===== src/rtl/piso_pkg.sv =====
// ============================================================================
// Module      : piso_pkg
// Description : Shared state encoding and frame sizing for piso_serializer.
//               Optional parity bit selected by macro PISO_PARITY_EN.
// Revision    : 1.0
// ============================================================================
`default_nettype none

package piso_pkg;

    typedef enum logic [0:0] {
        ST_IDLE  = 1'b0,
        ST_SHIFT = 1'b1
    } piso_state_t;

`ifdef PISO_PARITY_EN
    localparam bit c_parity_en = 1'b1;
`else
    localparam bit c_parity_en = 1'b0;
`endif

    function automatic int piso_frame_len(input int width);
        return c_parity_en ? width + 1 : width;
    endfunction

    function automatic int piso_cnt_width(input int frame_len);
        return $clog2(frame_len);
    endfunction

endpackage

`default_nettype wire


===== src/rtl/piso_bit_counter.sv =====
// ============================================================================
// Module      : piso_bit_counter
// Description : Frame bit counter with a registered last-bit flag.
// Revision    : 1.0
// ============================================================================
`default_nettype none

module piso_bit_counter
    import piso_pkg::*;
#(
    parameter int FRAME_LEN = 8,
    parameter int CNT_W     = piso_cnt_width(FRAME_LEN)
) (
    input  logic clk,
    input  logic rst,
    input  logic clear,
    input  logic en,
    output logic last
);

    localparam logic [CNT_W-1:0] c_pre_last = CNT_W'(FRAME_LEN - 2);

    logic [CNT_W-1:0] r_count;
    logic             r_last;

    // last is registered one count ahead so it lines up with the final bit
    always_ff @(posedge clk) begin
        if (rst || clear) begin
            r_count <= '0;
            r_last  <= 1'b0;
        end else if (en) begin
            r_count <= r_count + CNT_W'(1);
            r_last  <= (r_count == c_pre_last);
        end
    end

    assign last = r_last;

endmodule

`default_nettype wire


===== src/rtl/piso_serializer.sv =====
// ============================================================================
// Module      : piso_serializer
// Description : Parallel-in serial-out transmitter with valid/ready load.
//               Define PISO_PARITY_EN to append an even-parity bit per frame.
// Revision    : 1.0
// ============================================================================
`default_nettype none

module piso_serializer
    import piso_pkg::*;
#(
    parameter int WIDTH     = 8,
    parameter int MSB_FIRST = 1
) (
    input  logic             clk,
    input  logic             rst,
    input  logic [WIDTH-1:0] din,
    input  logic             load_valid,
    output logic             load_ready,
    output logic             sdata,
    output logic             sdata_valid,
    output logic             busy,
    output logic             done
);

    localparam int c_frame_len = piso_frame_len(WIDTH);

    piso_state_t            r_state;
    logic [c_frame_len-1:0] r_shreg;
    logic                   r_sdata;
    logic                   r_sdata_valid;
    logic                   r_busy;

    logic [c_frame_len-1:0] w_frame;
    logic [c_frame_len-1:0] w_load_rest;
    logic [c_frame_len-1:0] w_shift_rest;
    logic                   w_load_bit;
    logic                   w_shift_bit;
    logic                   w_last;
    logic                   w_accept;
    logic                   w_shifting;

    // Frame word holds data plus optional parity, arranged so that the bit
    // leaving the shift register first is always the first frame bit.
    if (MSB_FIRST != 0) begin : g_msb_first
`ifdef PISO_PARITY_EN
        assign w_frame = {din, ^din};
`else
        assign w_frame = din;
`endif
        assign w_load_bit   = w_frame[c_frame_len-1];
        assign w_load_rest  = {w_frame[c_frame_len-2:0], 1'b0};
        assign w_shift_bit  = r_shreg[c_frame_len-1];
        assign w_shift_rest = {r_shreg[c_frame_len-2:0], 1'b0};
    end else begin : g_lsb_first
`ifdef PISO_PARITY_EN
        assign w_frame = {^din, din};
`else
        assign w_frame = din;
`endif
        assign w_load_bit   = w_frame[0];
        assign w_load_rest  = {1'b0, w_frame[c_frame_len-1:1]};
        assign w_shift_bit  = r_shreg[0];
        assign w_shift_rest = {1'b0, r_shreg[c_frame_len-1:1]};
    end

    assign w_shifting = (r_state == ST_SHIFT);
    assign load_ready = !rst && (!w_shifting || w_last);
    assign w_accept   = load_valid && load_ready;

    always_ff @(posedge clk) begin
        if (rst) begin
            r_state       <= ST_IDLE;
            r_shreg       <= '0;
            r_sdata       <= 1'b0;
            r_sdata_valid <= 1'b0;
            r_busy        <= 1'b0;
        end else if (w_accept) begin
            r_state       <= ST_SHIFT;
            r_shreg       <= w_load_rest;
            r_sdata       <= w_load_bit;
            r_sdata_valid <= 1'b1;
            r_busy        <= 1'b1;
        end else if (w_shifting) begin
            if (w_last) begin
                r_state       <= ST_IDLE;
                r_sdata       <= 1'b0;
                r_sdata_valid <= 1'b0;
                r_busy        <= 1'b0;
            end else begin
                r_shreg <= w_shift_rest;
                r_sdata <= w_shift_bit;
            end
        end
    end

    piso_bit_counter #(
        .FRAME_LEN (c_frame_len)
    ) u_bit_counter (
        .clk   (clk),
        .rst   (rst),
        .clear (w_accept),
        .en    (w_shifting),
        .last  (w_last)
    );

    assign sdata       = r_sdata;
    assign sdata_valid = r_sdata_valid;
    assign busy        = r_busy;
    assign done        = w_last;

endmodule

`default_nettype wire

===== config.mk =====
export PLATFORM = sky130hd
export DESIGN_NAME = piso_serializer
export DESIGN_NICKNAME = d
export VERILOG_FILES = /design/src/rtl/piso_pkg.sv /design/src/rtl/piso_bit_counter.sv /design/src/rtl/piso_serializer.sv
export SDC_FILE = /design/constraint.sdc
export NUM_CORES = 1
export LEC_CHECK = 0
export BUFFER_PORTS_ARGS = -buffer_cell sky130_fd_sc_hd__buf_2
export CAP_MARGIN = 20
export CORE_MARGIN = 5
export CORE_UTILIZATION = 45
export DETAILED_ROUTE_END_ITERATION = 12
export PLACE_DENSITY = 0.75
export SKIP_LAST_GASP = 1
export SYNTH_ARGS = -nofsm -noshare
export SYNTH_HDL_FRONTEND = slang
export SYNTH_SLANG_ARGS = --single-unit

===== constraint.sdc =====
create_clock -name clk -period 0.93 [get_ports clk]
set_input_delay 0.186 -clock clk [delete_from_list [all_inputs] [get_ports clk]]
set_output_delay 0.186 -clock clk [all_outputs]
set_load 0.1 [all_outputs]

==> results.yml <==
grt:
  antenna_found_initial: 0
  grt_max_degree: 16
  grt_pass1_wl_mm: 3.37
  grt_pass1_vias: 712
  grt_overflow: 0
  track_usage_pct: 18.5
place:
  dpl.hpwl_mm: 1.04
  gp_congestion: 0.775
  place_inst: 104
  io_buffers: 15
drt:
  drt_wl_total_mm: 2.24
  avgViaCountPerCell: 5.85
  wl_per_cell_um: 18.8
  drt_iter0_drc: 18
  vias: 696
  first_pass_iters: 4
  postRouteAntennaNets: 0
  drc: 0
power:
  ir_drop_mv: 1.59
  p_seq_share_pct: 42.4
  combPwrFrac_pct: 29.4
  internal_power_mw: 1.08
  p_switching_mw: 0.513
  powerDensity_nw_per_um2: 1370
  p_sw_share_pct: 32.1
  leakage_nw: 0.494
  p_clk_share_pct: 28.2
final_layout:
  fin_cells: 119
  final_net_count: 118
  diodes: 0
  drive_gt1_share_pct: 71.2
  syn2layout_area_growth_pct: 75.0
  fillCellCount: 65
clock_tree:
  cts_tree: "done"
  h-tree-depth: 1
  cts_hold_buf: 0
  insertion_delay_ps: 290
  cts_buffers: 3
  clockBufferDepth: 2
  clkSlewWorstSetupHoldPaths_ps: 100
  cts_sinks: 14
  root_buffer: "clkbuf_4"
die:
  start_util_pct: 49.2
  coreArea_sq_um: 1350
  rows: 13
  die_x_um: 48.4
  die-area_sq_um: 2340
  ios: 16
  die_height_um: 48.4
worst_setup_path:
  critPathRequiredTime_ps: 740
  critPathKind: "reg2out"
  startpoint_type: "register"
  crit_fanout: 2
  arrival_ps: 1160
  end_kind: "output port"
sta:
  final.setup.tns_ps: -4550
  worstMarginPinSlew_ps: 434
  fin_crit_ps: 1340
  maxSlewHeadroom_pct: 71.0
  final.setup.worst_slack_ps: -413
  fin_skew_ps: 15.0
  max_clock_freq_ghz: 0.744
  hold_violations: 0
  slew_violations: 0
  setup_viol: 19
  finalCritPeriodShare_pct: 144
  rsz0062_at_grt: "true"
logic_synthesis:
  yosys_warnings: 0
  yosysTopAreaCellShare_pct: 42.2
  netlist_area_sq_um: 664
  synth_seq_cells: 14
  synth_area_leaders: "dfxtp_1 42%, mux2i_1 11%, a211oi_1 7.9%, nor2_1 5.1%, a21oi_1 4.5%"
  synth_area_per_cell_sq_um: 9.36
  synth_top_area_cell: "dfxtp_1"
  async_reset_ff_share_pct: 0
  synth_cell_types: 24
  ys.flop_type: "dfxtp_1"
  syn-num-nets: 84
  synth_cells: 71
  synth_seq_area_share_pct: 42.2
  synth_edf_count: 0
hold_path:
  holdCritPathClass: "in2reg"
outcome:
  status: "finished with violations"
  violations: "negative setup slack"
job:
  drv_cap: 0
-- power by group through the flow --
stage               registers, mW  clock network, mW  logic, mW
global placement            0.679                  0      0.347
detailed placement          0.681                  0      0.353
floorplan                   0.725                  0      0.204
CTS                         0.671              0.450      0.430
global route                0.682              0.490      0.494
finish                      0.677              0.450      0.469
-- through the flow --
step,cell area (sq um),hold WS (ps),utilization (%),worst slack [ps],power [mW]
6_report,1160,181,86.1,-413,1.60
4_1_cts,1100,156,81.6,-405,1.55
3_3_place_gp,891,468,66.0,-91.7,1.03
5_1_grt,1160,184,86.1,-458,1.67
3_5_place_dp,891,469,66.0,-122,1.03
2_1_floorplan,713,248,-,-563,0.929
-- state kept, by name, indices dropped and copies added (netlist names) --
signal and flops:
busy 1, r_shreg 7, r_state 1, u_bit_counter.last 1, u_bit_counter.r_count 3, sdata 1
-- final cells by class --
| cell class | instances | area (sq um) | area share, % |
|---|---|---|---|
| timing repair buffer | 34 | 319 | 27.4 |
| clock buffer | 4 | 36.3 | 3.12 |
| sequential | 14 | 292 | 25.1 |
| tap | 15 | 18.8 | 1.61 |
| multi-input combinational | 50 | 489 | 42.1 |
| inverter | 2 | 7.51 | 0.646 |
-- cells in the mapped netlist, types with 2 or more instances --
| cell | n |
|---|---|
| a21oi_1 | 6 |
| nor3_1 | 3 |
| nor2_1 | 9 |
| dfxtp_1 | 14 |
| inv_1 | 2 |
| buf_6 | 2 |
| nand3_1 | 3 |
| nand2b_1 | 2 |
| ha_1 | 2 |
| a211oi_1 | 7 |
| mux2i_1 | 7 |
| buf_4 | 2 |
-- worst paths after layout --
| path | startpoint | to | slack [ps] | depth (start not counted) |
|---|---|---|---|---|
| worst min register to register | r_shreg[1] | r_shreg[2] | 520 | 2 |
| worst max-delay path | u_bit_counter.last | load_ready | -410 | 3 |
| worst max register to register | u_bit_counter.last | r_shreg[7] | -330 | 5 |
| worst min-delay path | rst | r_state | 180 | 2 |
-- critical path, stage by stage (launching register included) --
cell and delay (ps):
dfxtp_4 350, and2b_2 240, nor2_4 100, buf_12 180
-- per-layer routing --
layer  GRT usage, %  wire length [um]
met1           19.9               882
met2           32.6              1150
met3           7.34               176
met4           5.99                33
met5              0                 0
-- placed cells by master (no fill, tap or decap), types with 2 or more instances in the layout --
cell type / n
buf_4: 12
buf_2: 10
dfxtp_1: 9
mux2i_1: 7
buf_6: 7
a211oi_2: 6
a21oi_2: 5
buf_12: 5
nor2_4: 4
nand2b_4: 4
nor2_1: 3
clkbuf_4: 3
dfxtp_2: 3
nor3_2: 2
nor2_2: 2
nand3_1: 2
ha_1: 2
dfxtp_4: 2
-- logic make-up after synthesis --
| kind of cell | Yosys count | synth area share, % |
|---|---|---|
| and+or+nand+nor | 23 | 18.5 |
| muxes | 7 | 10.5 |
| adders and majority gates | 2 | 3.77 |
| DFF | 14 | 42.2 |
| buffers and inverters | 8 | 8.10 |
| AOI/OAI and AO/OA | 17 | 16.9 |
-- what timing repair did --
action	CTS	global route
endpoints found under the hold margin	0	0
cloned	1	0
gates resized for setup	26	12
setup buffers	9	2
endpoints found under the setup margin	17	19
pin swaps	5	7
(Power assumes the default switching activity.)
